**src/rtl/mio_pkg.sv**
```systemverilog
// Shared definitions for the MIO bus master.
//   - access size encodings carried on req_size
//   - address region codes (addr[31:28])
//   - master FSM state type
//   - upper bound for the RD_LAT parameter
package mio_pkg;

  localparam logic [1:0] SZ_BYTE = 2'b00;
  localparam logic [1:0] SZ_HALF = 2'b01;
  localparam logic [1:0] SZ_WORD = 2'b10;

  localparam logic [3:0] REG_RAM  = 4'h0;
  localparam logic [3:0] REG_SEG  = 4'he;
  localparam logic [3:0] REG_GPIO = 4'hf;

  localparam int RD_LAT_MAX = 7;

  typedef enum logic [1:0] {
    ST_IDLE  = 2'd0,
    ST_READ  = 2'd1,
    ST_WRITE = 2'd2,
    ST_RESP  = 2'd3
  } state_t;

endpackage

```
**src/rtl/mio_lane_unit.sv**
```systemverilog
// Combinational byte-lane unit for the MIO bus master.
// Ports:
//   addr_lo     in  byte offset within the word (little-endian lanes)
//   size        in  access size (SZ_BYTE/SZ_HALF/SZ_WORD)
//   unsigned_ld in  1 = zero-extend loads, 0 = sign-extend
//   rword       in  full word read from the bus
//   wdata       in  right-aligned store data
//   rdata       out load result: lane shifted to bit 0 and extended
//   mdata       out rword with the addressed lane replaced by wdata
module mio_lane_unit
  import mio_pkg::*;
(
  input  logic [1:0]  addr_lo,
  input  logic [1:0]  size,
  input  logic        unsigned_ld,
  input  logic [31:0] rword,
  input  logic [31:0] wdata,
  output logic [31:0] rdata,
  output logic [31:0] mdata
);

  logic [7:0]  lane_b;
  logic [15:0] lane_h;

  always_comb begin
    lane_b = rword[8*addr_lo +: 8];
    lane_h = addr_lo[1] ? rword[31:16] : rword[15:0];
    rdata  = rword;
    mdata  = rword;
    case (size)
      SZ_BYTE: begin
        rdata = unsigned_ld ? {24'h0, lane_b} : {{24{lane_b[7]}}, lane_b};
        mdata[8*addr_lo +: 8] = wdata[7:0];
      end
      SZ_HALF: begin
        rdata = unsigned_ld ? {16'h0, lane_h} : {{16{lane_h[15]}}, lane_h};
        if (addr_lo[1]) mdata[31:16] = wdata[15:0];
        else            mdata[15:0]  = wdata[15:0];
      end
      default: begin
        rdata = rword;
        mdata = wdata;
      end
    endcase
  end

endmodule

```
**src/rtl/mio_bus_master.sv**
```systemverilog
// MIO bus initiator: converts single load/store requests into MIO bus
// cycles (word read, word write, or read-modify-write for sub-word stores).
// Ports:
//   clk, rst                 clock, synchronous active-high reset
//   req, req_we, req_size,   request handshake and attributes,
//   req_unsigned, req_addr,  accepted only while req_ready=1
//   req_wdata
//   req_ready                high in IDLE
//   resp_valid, resp_err,    one-cycle completion pulse with status
//   resp_rdata               and load data (0 for stores/errors)
//   addr_bus, mem_w,         bus outputs, decoded from registered state
//   Cpu_data2bus
//   Cpu_data4bus             bus read data, sampled on the last READ edge
module mio_bus_master
  import mio_pkg::*;
#(
  parameter int RD_LAT = 1
) (
  input  logic        clk,
  input  logic        rst,
  input  logic        req,
  input  logic        req_we,
  input  logic [1:0]  req_size,
  input  logic        req_unsigned,
  input  logic [31:0] req_addr,
  input  logic [31:0] req_wdata,
  output logic        req_ready,
  output logic        resp_valid,
  output logic        resp_err,
  output logic [31:0] resp_rdata,
  output logic [31:0] addr_bus,
  output logic        mem_w,
  output logic [31:0] Cpu_data2bus,
  input  logic [31:0] Cpu_data4bus
);

  state_t      state;
  logic [2:0]  cnt;
  logic        err_q;
  logic [31:0] addr_q;
  logic        we_q;
  logic [1:0]  size_q;
  logic        uns_q;
  logic [31:0] wdata_q;
  logic [31:0] word_q;
  logic [31:0] lane_rdata;
  logic [31:0] lane_mdata;

  // Peripherals outside RAM must not see a read-modify-write, so sub-word
  // stores there are rejected along with size/alignment errors.
  function automatic logic req_bad(input logic [1:0] sz, input logic [31:0] a,
                                   input logic we);
    logic bad;
    bad = 1'b0;
    if (sz == 2'b11) bad = 1'b1;
    if (sz == SZ_HALF && a[0]) bad = 1'b1;
    if (sz == SZ_WORD && a[1:0] != 2'b00) bad = 1'b1;
    if (we && sz != SZ_WORD && a[31:28] != REG_RAM) bad = 1'b1;
    return bad;
  endfunction

  // Control: FSM, read-latency counter, error flag
  always_ff @(posedge clk) begin
    if (rst) begin
      state <= ST_IDLE;
      cnt   <= 3'd0;
      err_q <= 1'b0;
    end else begin
      case (state)
        ST_IDLE: begin
          cnt <= 3'd0;
          if (req) begin
            err_q <= req_bad(req_size, req_addr, req_we);
            if (req_bad(req_size, req_addr, req_we))  state <= ST_RESP;
            else if (req_we && req_size == SZ_WORD)   state <= ST_WRITE;
            else                                      state <= ST_READ;
          end
        end
        ST_READ: begin
          if (cnt == 3'(RD_LAT)) state <= we_q ? ST_WRITE : ST_RESP;
          else                   cnt   <= cnt + 3'd1;
        end
        ST_WRITE: state <= ST_RESP;
        default:  state <= ST_IDLE;
      endcase
    end
  end

  // Data: request capture and read-word latch (no reset needed)
  always_ff @(posedge clk) begin
    if (state == ST_IDLE && req) begin
      addr_q  <= req_addr;
      we_q    <= req_we;
      size_q  <= req_size;
      uns_q   <= req_unsigned;
      wdata_q <= req_wdata;
    end
    if (state == ST_READ && cnt == 3'(RD_LAT)) word_q <= Cpu_data4bus;
  end

  mio_lane_unit u_lane (
    .addr_lo     (addr_q[1:0]),
    .size        (size_q),
    .unsigned_ld (uns_q),
    .rword       (word_q),
    .wdata       (wdata_q),
    .rdata       (lane_rdata),
    .mdata       (lane_mdata)
  );

  // Outputs decoded from registered state only
  always_comb begin
    req_ready    = (state == ST_IDLE);
    resp_valid   = (state == ST_RESP);
    resp_err     = (state == ST_RESP) && err_q;
    resp_rdata   = (state == ST_RESP && !err_q && !we_q) ? lane_rdata : 32'h0;
    addr_bus     = (state == ST_READ || state == ST_WRITE) ?
                   {addr_q[31:2], 2'b00} : 32'h0;
    mem_w        = (state == ST_WRITE);
    Cpu_data2bus = (state == ST_WRITE) ? lane_mdata : 32'h0;
  end

endmodule

```
**config.mk**
```make
export PLATFORM = sky130hd
export DESIGN_NAME = mio_bus_master
export DESIGN_NICKNAME = d
export VERILOG_FILES = /design/src/rtl/mio_pkg.sv /design/src/rtl/mio_lane_unit.sv /design/src/rtl/mio_bus_master.sv
export SDC_FILE = /design/constraint.sdc
export NUM_CORES = 1
export LEC_CHECK = 0
export ABC_CLOCK_PERIOD_IN_PS = 3100
export CORE_MARGIN = 2
export CORE_UTILIZATION = 41
export CTS_BUF_LIST = sky130_fd_sc_hd__clkbuf_16
export DETAILED_ROUTE_END_ITERATION = 10
export PLACE_DENSITY = 0.86
export RECOVER_POWER = 100
export SLEW_MARGIN = 30
export SYNTH_ARGS = -nofsm -noshare
export SYNTH_HDL_FRONTEND = slang
export SYNTH_SLANG_ARGS = --single-unit
```
**constraint.sdc**
```tcl
create_clock -name clk -period 3.1 [get_ports clk]
set_clock_uncertainty 0.2 [all_clocks]
set_input_delay 0.465 -clock clk [delete_from_list [all_inputs] [get_ports clk]]
set_output_delay 0.465 -clock clk [all_outputs]
set_load 0.05 [all_outputs]
```
### Word level (Yosys, flattened, before mapping)

Index checks and enable logic that the tools add are counted.

* logic and storage cells: 73
* bits in registers: 106
* output and inout bits: 100
* bits of input ports: 103

* eq/ne operators: 12
* shift operators: 3
* reduce and logical (&&, ||, !) cells: 21
* muxes and demuxes: 26
* add/sub/neg operators: 2

Operators with widths (number)
* $mux W32: 5
* $pmux W32 S2: 2
* $mux W16: 3
* $neg A5 Y34: 1
* $shift A8 B34 Y32 const A: 1
* $shiftx A8 B34 Y32: 1
* $bwmux W32: 1
* $shiftx A32 B6 Y8: 1
* $logic_and A1 B1 Y1: 10
* $eq A2 B2 Y1 const B: 4
* $mux W1: 8
* $mux W2: 4
* $ne A2 B2 Y1 const B: 4
* $eq A2 B1 Y1 const B: 3
* $pmux W2 S3: 1
* $pmux W3 S2: 1
* $reduce_and A2 Y1: 3
* $logic_not A2 Y1: 2
* $reduce_bool A2 Y1: 2
* $reduce_bool A4 Y1: 1
* $add A3 B1 Y3 const B: 1
* $eq A3 B1 Y1 const B: 1
* $mux W3: 1
* $logic_not A1 Y1: 2
* $logic_or A1 B1 Y1: 1

### Logic depth before layout (Yosys ltp)

* depth after elaboration: 11
* mapped depth: 8
* mapped depth without buffers: 6

### Cells and area by module

Synthesis repeated with hierarchy kept, for this count alone.

* cells, all modules: 526
* area total of the unflattened synthesis: 6040.8 um^2

By module, submodules not included
* mio_bus_master: sequential area each 3123.0 um^2, times used 1, area each 4095.2 um^2, cells each 260
* mio_lane_unit: sequential area each 0.0 um^2, times used 1, area each 1945.6 um^2, cells each 266

### Worst setup path before layout

OpenSTA, ideal clock, no wires.

* path kind: register to output
* from: register state[0]
* to: output resp_rdata[7]
* path slack: -1.472 ns
* path buffers: 1
* data arrival time: 3.907 ns
* cell stages (with the launch flop): 5
* required time: 2.435 ns
* cells stage by stage: dfxtp_1 ha_1 or3b_1 buf_2 a2111oi_0

* cells in the longest elaborated chain, start to end: 4

Ends and longest elaborated chain
* from (decl): RTL line mio_bus_master.sv:37 `state_t state;`
* from (signal assigned): RTL line mio_bus_master.sv:80 `if (cnt == 3'(RD_LAT)) state <= we_q ? ST_WRITE : ST_RESP;`
* $eq A2 B2 Y1
* named net resp_valid: RTL line mio_bus_master.sv:28 `output logic resp_valid,`
* $logic_and A1 B1 Y1 (2 in a row): RTL line mio_bus_master.sv:116 `resp_rdata = (state == ST_RESP && !err_q && !we_q) ? lane_rdata : 32'h0;`
* $mux W32: RTL line mio_bus_master.sv:116
* to (decl): RTL line mio_bus_master.sv:30 `output logic [31:0] resp_rdata,`

The timed path passes the listed nets, and every way through them passes these cells.

### Worst setup path in the final report

* from: register addr_q[0]
* to: output Cpu_data2bus[26]

* cells in the longest elaborated chain, start to end: 5
* elaborated cells between the ends (all ways): 6
* those cells by class: 1 x add/sub; 2 x shift; 3 x mux

Ends and longest elaborated chain
* from (decl): RTL line mio_bus_master.sv:40 `logic [31:0] addr_q;`
* from (signal assigned): RTL line mio_bus_master.sv:92 `addr_q <= req_addr;`
* $neg A5 Y34 *: RTL line mio_lane_unit.sv:33 `mdata[8*addr_lo +: 8] = wdata[7:0];`
* $shiftx A8 B34 Y32 or $shift A8 B34 Y32 (tied branches): RTL line mio_lane_unit.sv:33
* $bwmux W32 *: RTL line mio_lane_unit.sv:33
* $pmux W32 S2 *: RTL line mio_lane_unit.sv:30 `case (size)`
* $mux W32 *: RTL line mio_bus_master.sv:120 `Cpu_data2bus = (state == ST_WRITE) ? lane_mdata : 32'h0;`
* to (decl): RTL line mio_bus_master.sv:33 `output logic [31:0] Cpu_data2bus,`

Every way passes the cells marked *; elsewhere a longest branch is shown, timed or not.

==> flow_metrics.py <==
metrics = {
    "routing": {
        "dr_total_vias": 5061,
        "routedWlPerCell_um": 22.57,
        "drt-pass1-iter-count": 6,
        "antenna_left": 0,
        "first_iter_violations": 505,
        "viasPerCell": 5.804,
        "drcViolationCount": 0,
        "finalWirelength_mm": 19.68,
    },
    "yosys": {
        "synthCells": 475,
        "ys_ff_latch": 106,
        "synth_edf_count": 100,
        "yosys.area_share.simple_pct": 15.94,
        "synth_top_area_cell": "edfxtp_1",
        "yosysTopAreaCellShare_pct": 52.90,
        "netlist_area_um2": 5677,
        "synth_top_cells_by_count": "edfxtp_1 (100), nand2_1 (36), and2_1 (35)",
        "yosysMostFrequentCell": "edfxtp_1",
        "syn-mean-instance-area_um2": 11.95,
        "synth_top_family_by_area": "simple AND/OR/NAND/NOR gates",
        "synthTopCellsByArea": "edfxtp_1 (53%), and2_1 (3.9%), a221oi_1 (3.7%)",
        "yosysSeqAreaShare_pct": 55.01,
        "ys.flop_type": "edfxtp_1",
        "synth_compound_area_share_pct": 15.80,
        "ys.warnings.count": 0,
        "yosys.area_share.adder_pct": 2.425,
        "yosysUniqueCellTypes": 53,
        "synth-xor-area-share_pct": 0,
        "async_flop_share_pct": 0,
        "yosys-mux-area-fraction_pct": 6.877,
    },
    "finish": {
        "instances_no_fill": 872,
        "nets": 804,
        "area_growth_pct": 55.72,
        "drive_gt1_share_pct": 32.81,
    },
    "job": {
        "maxCapViolations": 1,
    },
    "placed_design": {
        "post-place-ws_ns": 0.3001,
        "port_buffers": 200,
        "place.gp.congestion": 0.9512,
        "place_inst": 844,
        "place_hpwl_mm": 14.64,
    },
    "setup_path": {
        "rr_worst_depth": 4,
        "worst-r2r-setup-slack_ns": 0.23,
        "start_kind": "flop",
        "cp_max_fo": 5,
        "critPathCaptureType": "output pin",
        "cp.buffers_inverters": 4,
        "cpLargestDelayFamily": "simple AND/OR/NAND/NOR gates",
        "cp.arrival_ns": 2.46,
        "required_ns": 2.43,
        "critical_path.cell_chain": "inv_2 -> buf_6 -> ha_4 -> nor4_4 -> buf_4 -> a221oi_2 -> nor3_2 -> clkbuf_16",
        "critPathKind": "reg2out",
        "critical_path.max_stage_delay_ns": 0.43,
        "r2r_end": "addr_q[14]",
        "worstReg2RegStart": "state[0]",
        "worst_path_max_delay_cell": "edfxtp_1",
    },
    "floorplanning": {
        "io-pin-count": 203,
        "fp.coreArea_um2": 13400,
        "start_util_pct": 42.36,
        "fp.dieH_um": 121.7,
        "die_x_um": 121.7,
        "rows": 42,
        "die_area_um2": 14800,
    },
    "clock_network": {
        "cts_buffers": 9,
        "insertion_delay_ns": 0.35,
        "cts_sinks": 106,
        "clockBufferDepth": 2,
        "cts_tree": "done",
        "hold_buffers": 0,
        "cts_root_buf": "clkbuf_16",
        "h-tree-depth": 3,
        "clk_pin_slew_ns": 0.08,
    },
    "timing": {
        "rsz0062_at_grt": "yes",
        "timing.fmax_mhz": 320.2,
        "hold_viol": 0,
        "setup_slack_ns": -0.02348,
        "drv_slew": 19,
        "holdWs_ns": 0.3402,
        "setup_viol": 1,
        "finalCritPeriodShare_pct": 100.8,
        "slew_headroom_pct": -3.676,
        "period_needed_ns": 3.123,
        "worstMarginPinSlew_ns": 1.554,
        "setup_tns_ns": -0.02348,
    },
    "global_routing": {
        "antenna_found_initial": 1,
        "grt_overflow": 0,
        "grt_max_degree": 33,
        "grt_usage_pct": 26.39,
        "grt_pass1_wl_mm": 29.29,
        "grt_pass1_vias": 5111,
    },
    "min_path": {
        "hold_class": "reg2reg",
        "holdPathStages": 2,
        "hold_start": "err_q",
        "hold_end": "err_q",
    },
    "status": {
        "status": "finished with violations",
        "violations": "max-capacitance violations, max-slew violations, negative setup slack",
    },
    "power": {
        "p_total_mw": 7.030,
        "p_leak_nw": 3.311,
        "ir_drop_uv": 771.2,
        "powerDensity_nw_per_um2": 795.3,
    },
}
[cell usage in the layout (no fill, tap or decap), types with 15 or more instances in the layout]
cell / instances
a221oi_1: 15
and2_0: 26
buf_12: 33
buf_4: 63
clkbuf_2: 15
dlygate4sd3_1: 103
edfxtp_1: 100
mux2_2: 16
nand2_1: 36
nor2_1: 22
nor3_2: 16
o22ai_1: 32
[state kept, by name (all words and copies together), names as in the netlist]
name and cells:
state 2, wdata_q 32, word_q 32, addr_q 32
we_q 1, err_q 1, uns_q 1, cnt 3
size_q 2
[worst reg2reg max path, stage by stage, from the launching register on]
cell and delay, ns:
dfxtp_1 0.35, inv_1 0.10, ha_1 0.25, and2_0 1.20
clkbuf_2 0.46
[layout make-up]
| class | count | area (µm²) |
|---|---|---|
| antenna | 1 | 2.502 |
| clock buffer | 9 | 225.2 |
| clock inverter | 7 | 88.84 |
| fill | 970 | 4561 |
| inverter | 14 | 52.55 |
| multi-input combinational | 324 | 2644 |
| sequential | 106 | 3123 |
| tap | 176 | 220.2 |
| timing repair buffer | 235 | 2484 |
[how the worst max path moves through the flow]
| stage | endpoint | from | depth (start not counted) | slack, ns |
|---|---|---|---|---|
| floorplan | resp_rdata[3] | state[0] | 5 | -0.32 |
| global placement | Cpu_data2bus[0] | addr_q[0] | 7 | 0.33 |
| detailed placement | resp_rdata[16] | addr_q[0] | 6 | 0.30 |
| CTS | Cpu_data2bus[30] | addr_q[1] | 8 | -0.02 |
| global route | Cpu_data2bus[26] | addr_q[0] | 8 | -0.08 |
| finish | Cpu_data2bus[26] | addr_q[0] | 8 | -0.02 |
[logic make-up after synthesis]
family	Yosys count
multiplexers	27
buffers and inverters	46
AO/OA/AOI/OAI	122
other	1
adder cells (fa/ha/maj)	11
AND/OR/NAND/NOR	162
flip-flops	106
[power breakdown]
group / total (mW) / internal [mW] / switching [mW]
clock: 1.20 / 0.587 / 0.612
sequential: 2.11 / 1.89 / 0.217
combinational: 3.72 / 1.34 / 2.38
total: 7.03 / 3.82 / 3.21
[timing repair]
item                       in CTS  in global routing
setup endpoints to repair      29                 43
pin swaps                       2                  7
setup buffers                   3                  8
gates resized for setup         2                 21
[metal layers]
layer	global-route usage (%)	part of all wire (%)
met5	0	0
met4	7.902	2.4
met3	6.320	9.0
met2	43.43	49
met1	34.80	40
[per-stage QoR]
| stage | cell area [µm²] | utilization, % |
|---|---|---|
| after floorplan | 5944 | - |
| after global placement | 8581 | 64.03 |
| after detailed placement | 8581 | 64.03 |
| after CTS | 8939 | 66.70 |
| after global routing | 8840 | 65.97 |
| final | 8840 | 65.97 |
Note: power is estimated with default switching activity, not from simulation.
